<file path="config.mk">
export PLATFORM = sky130hd
export DESIGN_NAME = spi_controller
export DESIGN_NICKNAME = d
export VERILOG_FILES = /design/src/rtl/spi_controller.sv
export SDC_FILE = /design/constraint.sdc
export NUM_CORES = 1
export LEC_CHECK = 0
export CORE_AREA = 2 2 64 66
export CTS_CLUSTER_DIAMETER = 60
export DETAILED_ROUTE_END_ITERATION = 12
export DIE_AREA = 0 0 66 68
export PLACE_DENSITY = 0.73
export SLEW_MARGIN = 20
export SYNTH_ARGS = -nofsm -noshare
export SYNTH_HDL_FRONTEND = slang
export SYNTH_SLANG_ARGS = --single-unit
</file>
<file path="constraint.sdc">
create_clock -name clk -period 3 [get_ports clk]
set_input_delay 0.6 -clock clk [delete_from_list [all_inputs] [get_ports clk]]
set_output_delay 0.6 -clock clk [all_outputs]
set_load 0.02 [all_outputs]
</file>
<file path="src/rtl/spi_controller.sv">
// SPI mode-0 initiator: sends 16-bit {rw, addr[6:0], data[7:0]} frames MSB first,
// captures cipo during the data byte of read frames.
module spi_controller #(
  parameter int CLK_DIV    = 4,
  parameter int GAP_CYCLES = 4
) (
  input  logic       clk,
  input  logic       rst_n,
  input  logic       cmd_valid,
  output logic       cmd_ready,
  input  logic       cmd_rw,
  input  logic [6:0] cmd_addr,
  input  logic [7:0] cmd_data,
  output logic       rd_valid,
  output logic [7:0] rd_data,
  output logic       busy,
  output logic       sclk,
  output logic       ncs,
  output logic       copi,
  input  logic       cipo
);

  localparam int CNT_MAX = (CLK_DIV > GAP_CYCLES) ? CLK_DIV : GAP_CYCLES;
  localparam int CNT_W   = $clog2(CNT_MAX);
  localparam logic [CNT_W-1:0] DIV_LAST = CNT_W'(CLK_DIV - 1);
  localparam logic [CNT_W-1:0] GAP_LAST = CNT_W'(GAP_CYCLES - 1);

  typedef enum logic [2:0] {IDLE, SHIFT_LO, SHIFT_HI, HOLD, GAP} state_t;

  state_t           state, state_nxt;
  logic [CNT_W-1:0] cnt, cnt_nxt;
  logic [3:0]       bit_idx, bit_nxt;
  logic [15:0]      frame;
  logic [7:0]       rd_shift;
  logic [1:0]       cipo_sync;
  logic             phase_end, take, capture, next_bit, frame_done, to_idle;

  assign cmd_ready = (state == IDLE);
  assign busy      = (state != IDLE);
  assign sclk      = (state == SHIFT_HI);
  assign ncs       = (state == IDLE) || (state == GAP);
  assign phase_end = (cnt == DIV_LAST);

  always_comb begin
    state_nxt  = state;
    cnt_nxt    = cnt;
    bit_nxt    = bit_idx;
    take       = 1'b0;
    capture    = 1'b0;
    next_bit   = 1'b0;
    frame_done = 1'b0;
    to_idle    = 1'b0;
    case (state)
      IDLE: begin
        if (cmd_valid) begin
          state_nxt = SHIFT_LO;
          cnt_nxt   = '0;
          bit_nxt   = 4'd15;
          take      = 1'b1;
        end
      end
      SHIFT_LO: begin
        if (phase_end) begin
          state_nxt = SHIFT_HI;
          cnt_nxt   = '0;
        end else begin
          cnt_nxt = cnt + CNT_W'(1);
        end
      end
      SHIFT_HI: begin
        if (phase_end) begin
          cnt_nxt = '0;
          // Data byte occupies bit indices 7..0; frame[15]==0 marks a read
          capture = !frame[15] && !bit_idx[3];
          if (bit_idx == 4'd0) begin
            state_nxt = HOLD;
          end else begin
            state_nxt = SHIFT_LO;
            bit_nxt   = bit_idx - 4'd1;
            next_bit  = 1'b1;
          end
        end else begin
          cnt_nxt = cnt + CNT_W'(1);
        end
      end
      HOLD: begin
        if (phase_end) begin
          state_nxt  = GAP;
          cnt_nxt    = '0;
          frame_done = 1'b1;
        end else begin
          cnt_nxt = cnt + CNT_W'(1);
        end
      end
      GAP: begin
        if (cnt == GAP_LAST) begin
          state_nxt = IDLE;
          cnt_nxt   = '0;
          to_idle   = 1'b1;
        end else begin
          cnt_nxt = cnt + CNT_W'(1);
        end
      end
      default: state_nxt = IDLE;
    endcase
  end

  always_ff @(posedge clk) begin
    if (!rst_n) begin
      state   <= IDLE;
      cnt     <= '0;
      bit_idx <= '0;
    end else begin
      state   <= state_nxt;
      cnt     <= cnt_nxt;
      bit_idx <= bit_nxt;
    end
  end

  // copi leads sclk by a full low phase, so it changes only when a new bit starts
  always_ff @(posedge clk) begin
    if (!rst_n) begin
      copi     <= 1'b0;
      rd_valid <= 1'b0;
      rd_data  <= 8'h00;
    end else begin
      rd_valid <= 1'b0;
      if (take) begin
        copi <= cmd_rw;
      end else if (next_bit) begin
        copi <= frame[bit_idx - 4'd1];
      end else if (to_idle) begin
        copi <= 1'b0;
      end
      if (frame_done && !frame[15]) begin
        rd_valid <= 1'b1;
        rd_data  <= rd_shift;
      end
    end
  end

  // cipo is asynchronous; two flops settle it well inside the sclk-high phase
  always_ff @(posedge clk) begin
    cipo_sync <= {cipo_sync[0], cipo};
    if (take) begin
      frame <= {cmd_rw, cmd_addr, cmd_data};
    end
    if (capture) begin
      rd_shift <= {rd_shift[6:0], cipo_sync[1]};
    end
  end

endmodule

</file>
==> results of run 1 <==
-- kinds of logic (layout without fill, tap and decap cells) --
family,Yosys count,count (layout),share of synthesized area (%)
buf+inv,10,48,3.27
simple gates,45,45,14.9
xor+xnor,2,2,0.934
compound gates,17,17,6.54
fa+ha+maj,3,3,2.00
mux,16,16,11.5
flops,45,45,60.8
-- layout make-up --
class	instances	area, sq um
multi-input cells	83	673
inverters	4	15.0
flip-flops and latches	45	1140
fillers	319	1520
repair buffers	36	353
clock inverters	2	15.0
well taps	50	62.6
clock buffers	6	72.6
-- routing by layer --
metal / wire, microns / share of wire, % / up-vias / track usage, %
met5: 0 / 0 / - / 0
met4: 49 / 1.6 / 0 / 6.12
met3: 145 / 4.8 / 6 / 5.76
met2: 1530 / 51 / 24 / 24.4
met1: 1270 / 42 / 554 / 16.6
li1: - / - / 579 / -
-- how the worst min path moves through the flow --
stage,depth (start not counted),slack (ns),to,from
global route,0,0.34,cipo_sync[1],cipo_sync[0]
CTS,0,0.33,cipo_sync[1],cipo_sync[0]
global placement,0,0.31,cipo_sync[1],cipo_sync[0]
floorplan,0,0.31,cipo_sync[1],cipo_sync[0]
detailed placement,0,0.32,cipo_sync[1],cipo_sync[0]
finish,0,0.33,cipo_sync[1],cipo_sync[0]
-- cell usage in the layout (no fill, tap or decap), types with 2 or more instances in the layout --
| master | Yosys | routed |
|---|---|---|
| a21oi_1 | 2 | 2 |
| a22oi_1 | 2 | 2 |
| and2_1 | 4 | 4 |
| buf_4 | 2 | 3 |
| clkbuf_8 | 0 | 5 |
| clkdlybuf4s50_1 | 0 | 33 |
| clkinvlp_4 | 0 | 2 |
| dfxtp_1 | 21 | 21 |
| edfxtp_1 | 24 | 24 |
| ha_1 | 3 | 3 |
| inv_1 | 4 | 4 |
| mux2_2 | 2 | 2 |
| mux2i_1 | 10 | 10 |
| mux4_2 | 3 | 3 |
| nand2_1 | 7 | 7 |
| nand2b_1 | 2 | 2 |
| nor2_1 | 7 | 7 |
| nor2b_1 | 13 | 13 |
| nor3_1 | 2 | 2 |
| o211a_1 | 2 | 2 |
| o21ai_0 | 4 | 4 |
-- synth_stat cells, types with 3 or more instances --
library cell and number:
and2_1 4, dfxtp_1 21, edfxtp_1 24, ha_1 3, inv_1 4, mux2i_1 10
mux4_2 3, nand2_1 7, nor2_1 7, nor2b_1 13, o21ai_0 4
-- sequential cells by signal (all words and copies together) (netlist names) --
| name | flops |
|---|---|
| frame | 16 |
| cipo_sync | 2 |
| rd_valid | 1 |
| state | 3 |
| cnt | 2 |
| bit_idx | 4 |
| copi | 1 |
| rd_data | 8 |
| rd_shift | 8 |
-- power breakdown --
part	internal [uW]	switching (uW)	total, uW
Combinational	79.1	54.8	134
Clock	164	195	359
Sequential	670	16.8	687
Total	913	266	1180
-- metrics by stage --
stage	area (sq um)	total power [uW]	cells
floorplan	1880	786	138
global placement	2240	831	218
detailed placement	2240	836	218
CTS	2330	1200	226
global route	2330	1230	226
finish	2330	1180	226
==> results.tsv, run 1 <==
stage	metric	value	unit
clocking	TritonCTS clock tree	yes	
layout	final core utilization	60.5	%
placement	PortBufs	33	
worst_setup_path	flop2flop setup slack	1.06	ns
layout	layout cell share with drive strength beyond 1	11.4	%
sta	final hold vios	0	
worst_setup_path	crit end category	primary output	
worst_setup_path	CP delay by family, top	buffers and inverters	
worst_setup_path	Setup crit end	cmd_ready	
sta	setup TNS	0	ns
sta	post-route setup slack	0.579	ns
worst_setup_path	worst r2r path cells	6	
logic_synthesis	synthesized instance count	138	
floorplan	io pins	34	
floorplan	die area	4490	sq um
layout	Nets	198	
sta	Slew Limit Fails	0	
sta	Final period util	80.7	%
worst_setup_path	kind of critical path	reg2out	
floorplan	Initial Util	48.6	%
logic_synthesis	share of flip-flops with an asynchronous set or reset	0	%
sta	clk_skew	0.00626	ns
logic_synthesis	Yosys reg bits	45	
worst_setup_path	Crit. Startpoint	state[0]	
clocking	Bufs on Longest Clock Path	2	
sta	worst hold slack	0.331	ns
clocking	Reg clk slew, reported paths	0.08	ns
worst_setup_path	Slowest cell on crit path	clkdlybuf4s50_1	
clocking	clk_lat worst skew	0.29	ns
logic_synthesis	Seq/Total Area, Yosys	60.8	%
worst_setup_path	Crit path buffers/inverters	2	
logic_synthesis	yosys warns	0	
logic_synthesis	library cells used by synthesis	41	
route	Vias/cell	5.15	
layout	area delta synth->final	24.3	%
sta	RSZ-0062 raised after global routing	false	
pwr	pwr dens	506	nW/um^2
clocking	Post-CTS Hold Buffers	0	
logic_synthesis	Synth area leader	edfxtp_1	
outcome	status	completed	
logic_synthesis	ranking of synthesized cells by area	edfxtp_1, dfxtp_1, mux2i_1	
grt	Total Routing Usage GR	14.5	%
placement	hpwl dp	2190	microns
floorplan	Die H	68	microns
hold_path	HP Class	reg2reg	
clocking	TritonCTS Buffers	5	
route	Initial DRC Count	66	
route	DRC	0	
grt	first-pass GRT wire length	4780	microns
worst_setup_path	Worst setup SP type	flop	
logic_synthesis	Primary FF master, synth	edfxtp_1	
sta	Max-slew headroom	63.5	%
clocking	clock sink count	45	
worst_setup_path	crit-path max FO	13	
pwr	leak pwr	0.000815	uW
logic_synthesis	syn_nets	161	
route	drt first pass iters	4	
worst_setup_path	Worst path max stage delay	0.59	ns
placement	final RePlAce weighted congestion	0.794	
grt	number of global-route vias before repair	1068	
clocking	Post-CTS Setup Bufs	0	
floorplan	FP Rows	23	
logic_synthesis	Avg Cell Area, Syn	13.6	sq um
worst_setup_path	crit path DAT	1.82	ns
logic_synthesis	share of the synthesized area in the top cell type	38.4	%
run	Max-Cap Viols	0	
clocking	post_cts resized	0	
route	Routed WL per cell	13.3	microns
logic_synthesis	synthesized area	1880	sq um
pwr	worst vdd ir	0.000297	V
worst_setup_path	Crit path depth	3	
route	routed via count	1163	
layout	# diodes	0	
sta	top achievable clock speed	413	MHz
sta	post-layout min period	2.42	ns
worst_setup_path	Worst EP required	2.40	ns
grt	gr ovfl total	0	
grt	largest net degree at the start of global routing	20	
grt	initial antenna violation count	0	
sta	Final setup viols	0	
worst_setup_path	Worst R2R Start	bit_idx[0]	
placement	Setup Slack @ Placement	0.898	ns
floorplan	die width	66	microns
route	WL final	3000	microns
clocking	CTS Root Cell	clkbuf_8	
clocking	H-tree depth	2	
sta	worst slew pin tran	0.545	ns
worst_setup_path	RR Endpoint	copi	
worst_setup_path	worst-path cell chain	or3_1 -> inv_1 -> clkdlybuf4s50_1	
route	DRT antenna net count	0	
floorplan	Placeable Area	3860	sq um
logic_synthesis	EDFF count, synth	24	
Note: power is estimated with default switching activity, not from simulation.
==> run 2: changes to the inputs <==
CORE_AREA = 2 2 67 69   (was 2 2 64 66)
DIE_AREA = 0 0 69 71   (was 0 0 66 68)
PLACE_DENSITY = 0.7   (was 0.73)
clock period = 2.19 ns   (was 3 ns; I/O delays follow)
==> run 2 against run 1 <==
Sequential share of layout area shrank 1.1 points. Register-to-register slack lost 0.58 ns. Clock power grew 66%. Critical path depth is the same. Utilization shrank 3.6 points. Combinational power grew 48%. Cell count grew 2.7%. Worst setup slack lost 0.44 ns. Non-clock buffer count grew 4. Via count grew 2.1%. Count of clock-buffer cells in the layout is the same. Routed wire length grew 7.1%. Critical endpoint is now sclk. Largest power group unchanged.
==> results.tsv, run 2 (synthesized netlist as in run 1, its figures left out) <==
stage	metric	value	unit	change
outcome	status	completed		
sta	Slew Limit Fails	0		unchanged
route	drt first pass iters	4		unchanged
placement	Cells after DPL	224		+2.8%
route	WL final	3210	microns	+7.1%
clocking	Post-CTS Hold Buffers	0		unchanged
placement	placed cell area	2280	sq um	+1.4%
worst_setup_path	kind of critical path	reg2out		
floorplan	Initial Util	44.6	%	-4.0 points
grt	initial antenna violation count	0		unchanged
layout	# diodes	0		unchanged
layout	Biggest register	frame		
worst_setup_path	Worst setup SP type	flop		
grt	gr ovfl total	0		unchanged
route	Initial DRC Count	51		-23%
clocking	clock sink count	45		unchanged
layout	area delta synth->final	27.4	%	
clocking	H-tree depth	2		unchanged
layout	Nets	202		+2.0%
clocking	TritonCTS clock tree	yes		
floorplan	io pins	34		unchanged
layout	Largest regs	frame (16), rd_data (8), rd_shift (8)		
floorplan	Placeable Area	4200	sq um	+9.0%
route	DRC	0		unchanged
sta	setup TNS	0	ns	unchanged
clocking	Bufs on Longest Clock Path	2		unchanged
route	Routed WL per cell	13.8	microns	+4.3%
hold_path	HP Class	reg2reg		
worst_setup_path	Worst path max stage delay	0.60	ns	about the same
layout	fin cells	232		+2.7%
layout	commonest non-fill, non-tap cell in the layout	clkdlybuf4s50_1		
placement	PortBufs	33		unchanged
worst_setup_path	crit-path max FO	11		-2
clocking	clk_lat worst skew	0.29	ns	about the same
floorplan	die area	4900	sq um	+9.2%
sta	post-layout min period	2.05	ns	
clocking	Post-CTS Setup Bufs	0		unchanged
clocking	Reg clk slew, reported paths	0.07	ns	about the same
pwr	pwr dens	722	nW/um^2	+43%
route	DRT antenna net count	0		unchanged
grt	largest net degree at the start of global routing	17		-15%
sta	top achievable clock speed	487	MHz	
worst_setup_path	CP delay by family, top	buffers and inverters		
layout	number of flip-flops in the largest register	16		unchanged
clocking	CTS Root Cell	clkbuf_8		
placement	hpwl dp	2450	microns	+12%
layout	layout cell share with drive strength beyond 1	13.9	%	+2.5 points
run	Max-Cap Viols	0		unchanged
pwr	worst vdd ir	0.000525	V	+77%
worst_setup_path	Slowest cell on crit path	clkdlybuf4s50_1		
placement	final RePlAce weighted congestion	0.729		-8.2%
layout	commonest cells after routing, fill and taps aside	clkdlybuf4s50_1, edfxtp_1, dfxtp_1		
worst_setup_path	worst-path cell chain	nor2_2 -> and2_1 -> clkdlybuf4s50_1		
route	Vias/cell	5.12		-0.58%
worst_setup_path	crit end category	primary output		
sta	Final period util	93.7	%	
pwr	Total Power	1730	uW	+46%
pwr	leak pwr	0.000858	uW	+5.3%
layout	post-layout instance area	2390	sq um	+2.5%
sta	RSZ-0062 raised after global routing	false		
route	routed via count	1187		+2.1%
clocking	TritonCTS Buffers	5		unchanged
sta	Max-slew headroom	70.9	%	+7.4 points
floorplan	Die H	71	microns	+4.4%
sta	Final setup viols	0		unchanged
worst_setup_path	Worst EP required	1.75	ns	-0.65 ns
worst_setup_path	Crit path buffers/inverters	1		-1
floorplan	FP Rows	24		+4.3%
grt	Total Routing Usage GR	14.3	%	-0.23 points
sta	worst slew pin tran	0.431	ns	-0.114 ns
grt	first-pass GRT wire length	5530	microns	+16%
sta	clk_skew	0.00545	ns	-0.000815 ns
grt	number of global-route vias before repair	1254		+17%
worst_setup_path	crit path DAT	1.61	ns	-0.21 ns
floorplan	die width	69	microns	+4.5%
sta	final hold vios	0		unchanged
==> run 2: worst register-to-register path: cells and delay by family (launching register included) <==
family / cells / cell delay, ns
compound gates: 2 / 0.68
flops: 1 / 0.36
fa+ha+maj: 1 / 0.31
simple gates: 1 / 0.27
==> run 2: per-layer routing <==
metal / share of wire [%] / global-route usage [%]
met1: 41 / 15.3
met2: 53 / 26.4
met3: 4.5 / 4.42
met5: 0 / 0
met4: 2.1 / 5.23
==> run 2: cell type report <==
cell class                 instances  area [sq um]
sequential                        45          1140
clock buffer                       6          72.6
timing repair buffer              40           385
fill                             345          1810
clock inverter                     2          33.8
multi-input combinational         83           676
tap                               52          65.1
inverter                           4          15.0
==> run 2: repair_timing <==
| action | CTS | global route |
|---|---|---|
| gates resized for setup | 2 | 1 |
| endpoints found under the setup margin | 2 | 1 |
| hold endpoints to repair | 0 | 0 |
==> run 2: per-stage QoR <==
step	utilization, %	worst slack (ns)	hold slack, ns
global route	56.8	0.0606	0.348
detailed placement	54.2	0.293	0.317
CTS	56.8	0.0291	0.336
global placement	54.2	0.347	0.313
floorplan	-	0.277	0.310
finish	56.8	0.138	0.332
==> run 2: path summary, 6_finish.rpt <==
check / end / depth (start not counted) / start / slack [ns]
worst max-delay path: sclk / 3 / state[2] / 0.14
worst max register to register: bit_idx[2] / 4 / cnt[0] / 0.48
worst min register to register: cipo_sync[1] / 0 / cipo_sync[0] / 0.33
worst min-delay path: cipo_sync[1] / 0 / cipo_sync[0] / 0.33
==> run 2: power breakdown <==
part	leakage [uW]	total (uW)	internal [uW]	switching [uW]
clock network	0.0000528	595	337	258
registers	0.000396	933	918	15.3
logic	0.000409	198	113	84.7
total	0.000858	1730	1370	358
==> variant 1, RTL diff (flow settings as in run 2) <==
The parameter `GAP_CYCLES` goes from 4 to 2.
--- a/src/rtl/spi_controller.sv
+++ b/src/rtl/spi_controller.sv
@@ -3,5 +3,5 @@
 module spi_controller #(
   parameter int CLK_DIV    = 4,
-  parameter int GAP_CYCLES = 4
+  parameter int GAP_CYCLES = 2
 ) (
   input  logic       clk,
Formal check against the unedited RTL: same outputs for any inputs over 10 cycles, from zero or initial values and one cycle with rst_n low; that may be too few to reach the edited logic, so the function may still have changed.
==> variant 1 against run 2 <==
- synthesized cell count stayed put
- worst setup slack lost 35 ps
- area after synthesis fell by 2.6%
- final area down 3.8%
- wire length up 3.8%
- power decreased by 7.2%
- utilization decreased by 2.2 points
- final cell count fell by 0.86%
- first-iteration DRC count fell by 39%
- sequential cell count unchanged
- fmax down 1.7%
- die area is the same
- critical path type unchanged
==> variant 1: results (changes against run 2) <==
| Metric | Value |
|---|---|
| Status | `finished, final reports clean` |
| DP Wirelength | `2408 um (-1.8%)` |
| Place WS | `359.0 ps (+65.92 ps)` |
| Latest clock arrival within the worst-skew pair | `290 ps (about the same)` |
| Ys async rst share | `0% (unchanged)` |
| CTS clk-pin slew, worst paths | `80 ps` |
| Post-synth EDFFs | `24 (unchanged)` |
| Total global-route track usage | `14.73% (+0.46 points)` |
| Unique masters post-synth | `38 (-7.3%)` |
| Slowest CP cell | `clkdlybuf4s50_1` |
| Biggest regs | `frame (16), rd_data (8), rd_shift (8)` |
| Vias post-DR | `1197 (+0.84%)` |
| Mapped Avg Cell Area | `13.24 um2 (-2.6%)` |
| Final WS setup | `102.8 ps (-35.46 ps)` |
| CTS H-tree depth | `2 (unchanged)` |
| Hold_ws | `336.2 ps (+3.983 ps)` |
| YS warnings | `0 (unchanged)` |
| Final clock skew | `6.721 ps (+1.274 ps)` |
| Hold Crit Class | `flop to flop` |
| Global-route wire length before repair | `5609 um (+1.5%)` |
| Worst-Margin Slew | `583.0 ps (+151.7 ps)` |
| Most instantiated cells after synthesis | `24 x edfxtp_1, 21 x dfxtp_1, 13 x nor2_1` |
| DRT iter0 DRCs | `31 (-39%)` |
| Max stage delay on crit path | `600 ps (about the same)` |
| GP Congestion | `0.7278 (-0.16%)` |
| Ant. Diodes | `0 (unchanged)` |
| CTS Root Cell | `clkbuf_8` |
| VDD IR max | `0.4300 mV (-18%)` |
| Vias in the first global route | `1209 (-3.6%)` |
| Placed Cells | `222 (-0.89%)` |
| Routed len/inst | `14.47 um (+4.7%)` |
| Fraction of layout cells with a size suffix above 1 | `10.11% (-3.8 points)` |
| Initial antenna violation count | `0 (unchanged)` |
| Max FO, Critical Path | `11 (unchanged)` |
| R2R Setup Slk | `440 ps (-40 ps)` |
| Post-synth net total | `162 (+0.62%)` |
| Nets | `201 (-0.50%)` |
| Post-CTS Setup Inserts | `0 (unchanged)` |
| Seq/Total Area, Yosys | `62.47% (+1.6 points)` |
| Top cells by area, synth | `edfxtp_1 39%, dfxtp_1 23%, mux2i_1 4.4%` |
| TritonRoute pass-1 iters | `4 (unchanged)` |
| Total Wirelength | `3329 um (+3.8%)` |
| Total CTS buffers | `5 (unchanged)` |
| CP arrival | `1650 ps (+40 ps)` |
| Count of input and output buffers | `33 (unchanged)` |
| Leakage | `0.7848 nW (-8.5%)` |
| Clock buffer depth | `2 (unchanged)` |
| Delay-heaviest family, CP | `buffers and inverters` |
| Pin count of the biggest net entering global routing | `18 (+1)` |
==> variant 1: cells by family after synthesis <==
family                   after synthesis  share of synthesized area, %
AO/OA/AOI/OAI                         19                         6.849
XOR/XNOR                               2                        0.9591
adder cells (fa/ha/maj)                4                         2.740
buffers and inverters                 14                         4.177
flip-flops                            45                         62.47
multiplexers                          13                         10.55
AND/OR/NAND/NOR                       41                         12.26
==> variant 1: per-layer routing <==
metal | track usage [%] | up-vias | wire length, um
met1 | 17.84 | 577 | 1450
met4 | 6.536 | 0 | 60
met2 | 24.68 | 30 | 1679
li1 | - | 584 | -
met3 | 4.131 | 6 | 138
met5 | 0 | - | 0
==> variant 1: layout make-up <==
class	count	area, um2
Inverter	9	33.78
Timing Repair Buffer	37	360.3
Sequential cell	45	1144
Fill cell	362	1906
Clock buffer	7	76.32
Tap cell	52	65.06
Clock inverter	1	7.507
Multi-Input combinational cell	79	611.8
==> variant 1: what timing repair did <==
action | CTS | global route
endpoints found under the hold margin | 0 | 0
resized for setup | 0 | 3
endpoints found under the setup margin | 0 | 2
==> variant 1: report_power, final <==
group	switching [mW]	leakage, nW	internal [mW]
clock network	0.259	0.0385	0.226
logic	0.0829	0.350	0.0964
registers	0.0194	0.397	0.919
==> variant 1: path summary, 6_finish.rpt <==
check | from | endpoint | depth (start not counted)
max reg2reg | cnt[1]$_SDFFE_PN0P_ | bit_idx[2]$_SDFFE_PN0P_ | 5
min reg2reg | cipo_sync[0]$_DFF_P_ | cipo_sync[1]$_DFF_P_ | 0
min | cipo_sync[0]$_DFF_P_ | cipo_sync[1]$_DFF_P_ | 0
max | state[1]$_SDFFE_PN0P_ | sclk | 2
==> variant 1: metrics by stage <==
stage / util, % / instance area, um2 / power [mW]
final: 54.67 / 2298 / 1.602
after global routing: 54.67 / 2298 / 1.680
after CTS: 54.55 / 2293 / 1.623
after detailed placement: 52.56 / 2210 / 1.136
after global placement: 52.56 / 2210 / 1.126
after floorplan: - / 1827 / 1.064
==> variant 2, RTL diff (flow settings as in run 2) <==
Without the edit above. The 5 states of `state_t` get a Gray code encoding in 3 bits.
--- a/src/rtl/spi_controller.sv
+++ b/src/rtl/spi_controller.sv
@@ -26,5 +26,5 @@
   localparam logic [CNT_W-1:0] GAP_LAST = CNT_W'(GAP_CYCLES - 1);
 
-  typedef enum logic [2:0] {IDLE, SHIFT_LO, SHIFT_HI, HOLD, GAP} state_t;
+  typedef enum logic [2:0] {IDLE = 3'b000, SHIFT_LO = 3'b001, SHIFT_HI = 3'b011, HOLD = 3'b010, GAP = 3'b110} state_t;
 
   state_t           state, state_nxt;
Check against the original RTL: same outputs for any inputs over 10 cycles, from zero or initial values and one cycle with rst_n low; not proved beyond that.
==> variant 2 against run 2 <==
- largest power group unchanged
- clock skew grew 1.7 ps
- global-route usage down 0.26 points
- final area shrank 1.6%
- worst setup slack lost 39 ps
- area after synthesis shrank 2.3%
- sequential cell count stayed put
- power is 0.53% lower
- sequential power about the same
- wire length fell by 2.8%
- register-to-register slack worse by 300 ps
==> variant 2: results (changes against run 2) <==
| Metric | Value |
|---|---|
| Initial antenna violation count | `0 (unchanged)` |
| VDD IR max | `0.4772 mV (-9.1%)` |
| RR Startpoint | `bit_idx[1]$_SDFFE_PN0P_` |
| Post-CTS Setup Inserts | `0 (unchanged)` |
| Latest clock arrival within the worst-skew pair | `290 ps (about the same)` |
| DRT iter0 DRCs | `68 (+33%)` |
| Top cells by area, synth | `edfxtp_1 39%, dfxtp_1 23%, mux2i_1 5.5%` |
| Worst-Margin Slew | `544.6 ps (+113.2 ps)` |
| Global-route wire length before repair | `5368 um (-2.9%)` |
| Antenna Nets Post-Route | `0 (unchanged)` |
| Clk pwr | `594 uW (about the same)` |
| YS warnings | `0 (unchanged)` |
| Leakage | `0.8920 nW (+4.0%)` |
| Nets | `192 (-5.0%)` |
| Vias post-DR | `1148 (-3.3%)` |
| Most instantiated cells after synthesis | `24 x edfxtp_1, 21 x dfxtp_1, 11 x nor2_1` |
| Main synth FF type | `edfxtp_1` |
| Biggest regs | `frame (16), rd_data (8), rd_shift (8)` |
| Ys async rst share | `0% (unchanged)` |
| Post-synth EDFFs | `24 (unchanged)` |
| Fraction of layout cells with a size suffix above 1 | `17.54% (+3.7 points)` |
| Clock buffer depth | `2 (unchanged)` |
| Count of input and output buffers | `33 (unchanged)` |
| Placement Cell Area | `0.002227 mm2 (-2.2%)` |
| DP Wirelength | `2269 um (-7.4%)` |
| Seq/Total Area, Yosys | `62.30% (+1.5 points)` |
| CTS Root Cell | `clkbuf_8` |
| Switching portion of total power | `21.24% (+0.49 points)` |
| Filler cell count | `356 (+3.2%)` |
| Status | `finished, final reports clean` |
| TritonRoute pass-1 iters | `4 (unchanged)` |
| CTS clk-pin slew, worst paths | `90 ps (+20 ps)` |
| Unique masters post-synth | `41 (unchanged)` |
| Hold Startpoint | `cipo_sync[0]$_DFF_P_` |
| Pin count of the biggest net entering global routing | `26 (+9)` |
| Total Wirelength | `3119 um (-2.8%)` |
| Final clock skew | `7.190 ps (+1.743 ps)` |
| Post-synth net total | `155 (-3.7%)` |
| CTS H-tree depth | `2 (unchanged)` |
| GP Congestion | `0.8070 (+11%)` |
| Total global-route track usage | `14.01% (-0.26 points)` |
| Max FO, Critical Path | `11 (unchanged)` |
| Total CTS buffers | `5 (unchanged)` |
| Hold Crit Class | `flop to flop` |
| Ant. Diodes | `0 (unchanged)` |
| CP arrival | `1650 ps (+40 ps)` |
| P_comb | `188 uW (-5%)` |
| Worst setup SP type | `flop` |
| Setup crit start | `state[0]$_SDFFE_PN0P_` |
==> variant 2: cell count changes in the layout (fill, tap and decap cells not counted), moves of 2 or more <==
cell / before / now
and2_1: 4 / 1
nand2_1: 7 / 5
o211a_1: 2 / 0
nor2_1: 6 / 11
or3_1: 1 / 3
a21oi_1: 2 / 4
nand3b_1: 0 / 2
nor2b_1: 13 / 1
buf_4: 7 / 4
a22oi_1: 2 / 0
dfxtp_1: 20 / 18
==> variant 2: critical path, cell delays in order (launching register included) <==
cell and delay, ps:
dfxtp_4 410, and2b_2 190, and2_1 150, clkdlybuf4s50_1 600
==> variant 2: cells by family (layout without fill, tap and decap cells) <==
| logic type | after synthesis | count (layout) | synth area share, % |
|---|---|---|---|
| AO/OA/AOI/OAI | 17 | 17 | 6.558 |
| XOR/XNOR | 4 | 4 | 1.913 |
| adder cells (fa/ha/maj) | 2 | 2 | 1.366 |
| buffers and inverters | 12 | 50 | 3.892 |
| flip-flops | 45 | 45 | 62.29 |
| multiplexers | 16 | 16 | 11.82 |
| AND/OR/NAND/NOR | 37 | 37 | 12.16 |
==> variant 2: what timing repair did <==
item                                    4_1_cts  5_1_grt
pin swaps                                     0        0
endpoints found under the setup margin        2        2
resized for setup                             2        3
==> variant 2: per-layer routing <==
layer	up-vias	wire (um)	track usage [%]
met2	35	1577	22.86
met1	547	1362	17.16
met4	0	12	5.882
met3	2	167	4.701
li1	564	-	-
met5	-	0	0
==> variant 2: worst paths after layout <==
path,end,slack [ps],depth (start not counted)
worst max-delay path,sclk,100,3
worst min-delay path,cipo_sync[1]$_DFF_P_,330,0
worst max register to register,copi$_SDFFE_PN0P_,180,6
worst min register to register,cipo_sync[1]$_DFF_P_,330,0
==> variant 2: area by class of cell <==
class / instances / area [um2] / area share, %
Sequential cell: 45 / 1147 / 48.80
Multi-Input combinational cell: 76 / 625.6 / 26.61
Timing Repair Buffer: 38 / 382.9 / 16.29
Clock buffer: 7 / 107.6 / 4.577
Tap cell: 52 / 65.06 / 2.767
Inverter: 4 / 15.01 / 0.6386
Clock inverter: 1 / 7.507 / 0.3193
==> variant 2: through the flow <==
step | hold slack (ps) | util (%) | worst slack [ps] | total power [mW] | instances
2_1_floorplan | 309.6 | - | 95.82 | 1.066 | 133
3_3_place_gp | 318.4 | 52.98 | 277.0 | 1.137 | 215
3_5_place_dp | 323.6 | 52.98 | 202.9 | 1.145 | 215
4_1_cts | 337.6 | 55.77 | 1.683 | 1.741 | 223
5_1_grt | 345.5 | 55.92 | 3.952 | 1.794 | 223
6_report | 332.6 | 55.92 | 98.94 | 1.717 | 223
